### src/rtl/mem_pkg.sv
// Shared types and constants for the line-burst memory front end.
// Latency: n/a (declarations only).
// Backpressure: n/a (declarations only).
package mem_pkg;

  // Width of one memory word and of each word slot inside a line.
  localparam int WORD_W = 32;

  // Default log2 of words per line.
  localparam int DEF_LINE_ADDR_LEN = 3;

  // Controller state encoding.
  localparam int STATE_W = 3;
  localparam logic [2:0] ST_IDLE = 3'd0;
  localparam logic [2:0] ST_WAIT = 3'd1;
  localparam logic [2:0] ST_XFER = 3'd2;
  localparam logic [2:0] ST_TAIL = 3'd3;
  localparam logic [2:0] ST_DONE = 3'd4;

  // Words per line derived from the line offset width.
  function automatic int line_size(input int line_addr_len);
    return 1 << line_addr_len;
  endfunction

endpackage

### src/rtl/mem_line_ctrl.sv
// Whole-line read/write front end for a single-port word memory with 1-cycle registered reads.
// Latency: request sampled in cycle 0 -> gnt in cycle LATENCY+LINE_SIZE+2 (read) / +1 (write).
// Backpressure: one op at a time; requests are level-held and ignored outside IDLE until gnt.
module mem_line_ctrl
  import mem_pkg::*;
#(
  parameter int LINE_ADDR_LEN = DEF_LINE_ADDR_LEN,
  parameter int ADDR_LEN      = 11,
  parameter int LATENCY       = 4,
  localparam int LINE_SIZE    = line_size(LINE_ADDR_LEN),
  localparam int LINE_W       = WORD_W * LINE_SIZE
) (
  input  logic                              clk,
  input  logic                              rst,
  input  logic                              rd_req,
  input  logic                              wr_req,
  input  logic [ADDR_LEN-LINE_ADDR_LEN-1:0] line_addr,
  input  logic [LINE_W-1:0]                 wr_line,
  output logic [LINE_W-1:0]                 rd_line,
  output logic                              gnt,
  output logic [ADDR_LEN-1:0]               mem_addr,
  output logic                              mem_wr_req,
  output logic [WORD_W-1:0]                 mem_wr_data,
  input  logic [WORD_W-1:0]                 mem_rd_data
);

  localparam int LINE_BITS = ADDR_LEN - LINE_ADDR_LEN;
  // Sized so LATENCY itself fits, with at least one bit when LATENCY is 0.
  localparam int CNT_W = $clog2(LATENCY + 2);
  localparam logic [CNT_W-1:0] LAT_LOAD = CNT_W'(LATENCY);
  localparam logic [CNT_W-1:0] CNT_ONE  = CNT_W'(1);
  localparam logic [LINE_ADDR_LEN-1:0] LAST_IDX = LINE_ADDR_LEN'(LINE_SIZE - 1);

  logic [STATE_W-1:0]       state_q, state_d;
  logic [CNT_W-1:0]         cnt_q, cnt_d;
  // Word offset is exactly LINE_ADDR_LEN wide, so it wraps instead of carrying into the line bits.
  logic [LINE_ADDR_LEN-1:0] idx_q, idx_d;
  logic [LINE_BITS-1:0]     line_q, line_d;
  logic [LINE_W-1:0]        data_q, data_d;
  logic                     is_wr_q, is_wr_d;
  logic [LINE_W-1:0]        rd_line_q, rd_line_d;
  // Read data returns one cycle after its address, so the capture slot trails idx by one cycle.
  logic                     cap_vld_q, cap_vld_d;
  logic [LINE_ADDR_LEN-1:0] cap_idx_q, cap_idx_d;

  // Next-state logic: acceptance, latency wait, burst sequencing and read-data capture.
  always_comb begin
    state_d   = state_q;
    cnt_d     = cnt_q;
    idx_d     = idx_q;
    line_d    = line_q;
    data_d    = data_q;
    is_wr_d   = is_wr_q;
    rd_line_d = rd_line_q;
    cap_vld_d = (state_q == ST_XFER) && !is_wr_q;
    cap_idx_d = idx_q;

    if (cap_vld_q) begin
      rd_line_d[WORD_W*int'(cap_idx_q) +: WORD_W] = mem_rd_data;
    end

    case (state_q)
      ST_IDLE: begin
        if (rd_req || wr_req) begin
          line_d  = line_addr;
          data_d  = wr_line;
          is_wr_d = wr_req;
          cnt_d   = LAT_LOAD;
          idx_d   = '0;
          state_d = (LATENCY == 0) ? ST_XFER : ST_WAIT;
        end
      end
      ST_WAIT: begin
        cnt_d = cnt_q - CNT_ONE;
        if (cnt_q == CNT_ONE) begin
          state_d = ST_XFER;
          idx_d   = '0;
        end
      end
      ST_XFER: begin
        idx_d = idx_q + 1'b1;
        if (idx_q == LAST_IDX) begin
          state_d = is_wr_q ? ST_DONE : ST_TAIL;
        end
      end
      ST_TAIL: begin
        state_d = ST_DONE;
      end
      ST_DONE: begin
        state_d = ST_IDLE;
      end
      default: begin
        state_d = ST_IDLE;
      end
    endcase
  end

  // State and datapath registers; reset aborts any op in flight.
  always_ff @(posedge clk or posedge rst) begin
    if (rst) begin
      state_q   <= ST_IDLE;
      cnt_q     <= '0;
      idx_q     <= '0;
      line_q    <= '0;
      data_q    <= '0;
      is_wr_q   <= 1'b0;
      rd_line_q <= '0;
      cap_vld_q <= 1'b0;
      cap_idx_q <= '0;
    end else begin
      state_q   <= state_d;
      cnt_q     <= cnt_d;
      idx_q     <= idx_d;
      line_q    <= line_d;
      data_q    <= data_d;
      is_wr_q   <= is_wr_d;
      rd_line_q <= rd_line_d;
      cap_vld_q <= cap_vld_d;
      cap_idx_q <= cap_idx_d;
    end
  end

  // Memory-side outputs decoded from registered state; quiet outside the burst.
  always_comb begin
    mem_addr    = '0;
    mem_wr_req  = 1'b0;
    mem_wr_data = '0;
    if (state_q == ST_XFER) begin
      mem_addr = {line_q, idx_q};
      if (is_wr_q) begin
        mem_wr_req  = 1'b1;
        mem_wr_data = data_q[WORD_W*int'(idx_q) +: WORD_W];
      end
    end
  end

  assign rd_line = rd_line_q;
  assign gnt     = (state_q == ST_DONE);

endmodule

### config.mk
export PLATFORM = sky130hd
export DESIGN_NAME = mem_line_ctrl
export DESIGN_NICKNAME = d
export VERILOG_FILES = /design/src/rtl/mem_pkg.sv /design/src/rtl/mem_line_ctrl.sv
export SDC_FILE = /design/constraint.sdc
export NUM_CORES = 1
export LEC_CHECK = 0
export CAP_MARGIN = 20
export CORE_AREA = 2 2 237 239
export CTS_CLUSTER_DIAMETER = 100
export DETAILED_ROUTE_END_ITERATION = 16
export DIE_AREA = 0 0 239 241
export PLACE_DENSITY = 0.82
export SKIP_CTS_REPAIR_TIMING = 1
export SYNTH_ARGS = -nofsm -noshare
export SYNTH_HDL_FRONTEND = slang
export SYNTH_SLANG_ARGS = --single-unit
### constraint.sdc
create_clock -name clk -period 40.8 [get_ports clk]
set_input_delay 8.16 -clock clk [delete_from_list [all_inputs] [get_ports clk]]
set_output_delay 8.16 -clock clk [all_outputs]
set_load 0.01 [all_outputs]
==> flow_summary.ini <==
[run_status]
status = complete, no violations

[timing]
report.final.slew_viol_count = 0
rsz0062_at_grt = false
max_freq_ghz = 0.08382
finalCritPeriodShare_pct = 29.24
slew_headroom_pct = 14.10
worst_slew_pin_slew_ns = 1.288
setup_viol = 0
fin_setup_tns_ns = 0
min_period_ns = 11.93
finClkSkew_ns = 0.009115
final-hold-violation-count = 0

[place]
place_congestion = 0.9201
port_buffers = 600
placed_area_mm2 = 0.02925
place_hpwl_mm = 50.74

[setup_path]
ff2ff_path_depth = 7
path_class = reg -> out
critPathMaxFanout = 32
crit_arrival_ns = 3.77
path_cells = nor3b_2, and3_2, a22o_1, clkdlybuf4s50_1
crit_family = simple AND/OR/NAND/NOR gates
slowest_delay_ns = 0.94
path_depth = 4
cp-end-kind = output pin
crit_slowest_cell = and3_2
cp.required_ns = 32.64
startpoint_type = flip-flop
critPathBufInv = 1

[logic_synthesis]
synthTopCellsByArea = dfrtp_1 (59%), mux2_2 (16%), mux4_2 (6.3%)
synthCells = 1562
synth_edf_count = 0
synth_seq_area_share_pct = 58.57
synth_top_family_by_area = multiplexers
ys_seq_elements = 534
synth_compound_area_share_pct = 6.992
yosysUniqueCellTypes = 42
synth_simple_gate_area_share_pct = 3.543
synth-async-reset-ratio_pct = 100.0
synth_xor_area_share_pct = 0
synth_top_area_share_pct = 58.57
ys_top_cells_by_count = dfrtp_1 (534), mux2_2 (323), o21ai_0 (182)
synth_area_mm2 = 0.02282
postSynthNetCount = 1869
synth.most_common_cell = dfrtp_1
synth_fa_ha_area_share_pct = 0.3839
synth_area_per_cell_um2 = 14.61
synth.mux.area_fraction_pct = 27.53
synth_area_leader_cell = dfrtp_1
ys_warn_count = 0
ys.flop_type = dfrtp_1

[clock_tree]
clock_path_buffers = 3
htree_levels = 2
clkLatencyLatePin_ns = 0.59
cts_root_buf = clkbuf_16
cts_made_buffers = 57
cts_sinks = 534
clkSlewWorstSetupHoldPaths_ns = 0.06
cts_tree = done

[power]
powerDensity_mw_per_mm2 = 61.23
ir_drop_uv = 49.97
leakage_nw = 12.61

[route]
routed_via_density = 5.527
drt-pass1-iter-count = 5
postRouteAntennaNets = 0
wl_per_cell_um = 24.96
drtIter0Drc = 1017
drcViolationCount = 0
vias = 15860
wl_mm = 71.62

[floorplan]
num_rows = 86
io_pins = 601
die_area_mm2 = 0.05760
fp.dieH_um = 241
coreArea_mm2 = 0.05488
die_w_um = 239
start_util_pct = 41.58

[global_routing]
globalRouteMet1Util_pct = 27.76
antenna_found_initial = 16
overflow = 0
busiest_layer = met2
globalRouteTotalUtil_pct = 24.23
met3_usage_pct = 8.876
grt_max_degree = 197
grt_pass1_wl_mm = 104.3
grt_pass1_vias = 16480
grtUsageMet2_pct = 40.91

[cells_and_area]
design_area_mm2 = 0.03126
drive_gt1_share_pct = 27.12
fin_nets = 2425
final_util_pct = 56.97
multi_input_area_mm2 = 0.008796
synthToLayoutAreaGrowth_pct = 37.02
seq_area_mm2 = 0.01337
nFillCells = 4219

[job]
drv_cap = 0

[worst_hold_path]
min_delay_path_depth = 1
hp-class = reg -> reg
==> report_power, final <==
part	internal (mW)	switching (mW)	total [mW]
Clock	0.323	0.213	0.537
Sequential	0.699	0.103	0.802
Combinational	0.337	0.238	0.575
==> flip-flops by register name, summed over array words and instances (netlist names) <==
name       cells
line_q         8
rd_line      256
cnt_q          3
data_q       256
cap_vld_q      1
cap_idx_q      3
state_q        3
cap_idx_d      3
is_wr_q        1
==> stage by stage <==
step                setup slack [ns]  instances  power (mW)  hold WS [ns]
CTS                            28.85       2864       1.927        0.4871
detailed placement             29.47       2762       1.382        0.4734
global placement               29.58       2761       1.353        0.4615
global route                   28.61       2868       2.002        0.5093
finish                         28.87       2870       1.914        0.4841
floorplan                      17.72       1562       1.181        0.4105
==> metal layers <==
metal / up-vias / routed length, um
li1: 6800 / -
met1: 8111 / 25470
met2: 770 / 35350
met3: 161 / 7550
met4: 20 / 3128
met5: - / 128
==> final cells by class <==
cell class	instances	area share (%)
diodes	5	0.04002
clock buffers	83	5.515
clock inverters	19	0.7765
inverters	6	0.09606
multi-input cells	899	28.14
flip-flops and latches	534	42.77
well taps	704	2.818
repair buffers	620	19.85
==> cells by family (layout without fill, tap and decap cells) <==
group	count (synthesis)	in the layout
AO/OA/AOI/OAI	270	270
adder cells (fa/ha/maj)	7	7
buffers and inverters	129	728
flip-flops	534	534
multiplexers	473	473
other	0	5
AND/OR/NAND/NOR	149	149
==> path summary, 6_finish.rpt <==
| path | startpoint | to | slack, ns |
|---|---|---|---|
| max | state_q[1] | mem_wr_data[6] | 28.87 |
| min | data_q[245] | data_q[245] | 0.48 |
| max reg2reg | cap_idx_q[0] | rd_line[147] | 36.81 |
| min reg2reg | data_q[245] | data_q[245] | 0.48 |
| max in group asynchronous | rst | rd_line[138] | 30.17 |
| min in group asynchronous | rst | rd_line[42] | 8.08 |
==> worst register-to-register path: stages, from the launching register on <==
cell and delay (ns):
dfrtp_1 1.02, inv_1 0.18, ha_1 0.28, ha_1 0.45, nand2b_1 0.53, or3b_2 0.64, buf_4 0.32, mux2_4 0.47
==> placed cells by master, fill, tap and decap left out, types with 22 or more instances in the layout <==
| master | count |
|---|---|
| clkdlybuf4s50_1 | 600 |
| dfrtp_1 | 532 |
| mux2_2 | 323 |
| o21ai_0 | 182 |
| mux4_2 | 64 |
| mux2_4 | 63 |
| nand2_1 | 60 |
| clkbuf_16 | 57 |
| and2_1 | 50 |
| o31ai_1 | 39 |
| a22o_1 | 35 |
| mux2_1 | 22 |
Power figures use the tool's default switching activity.
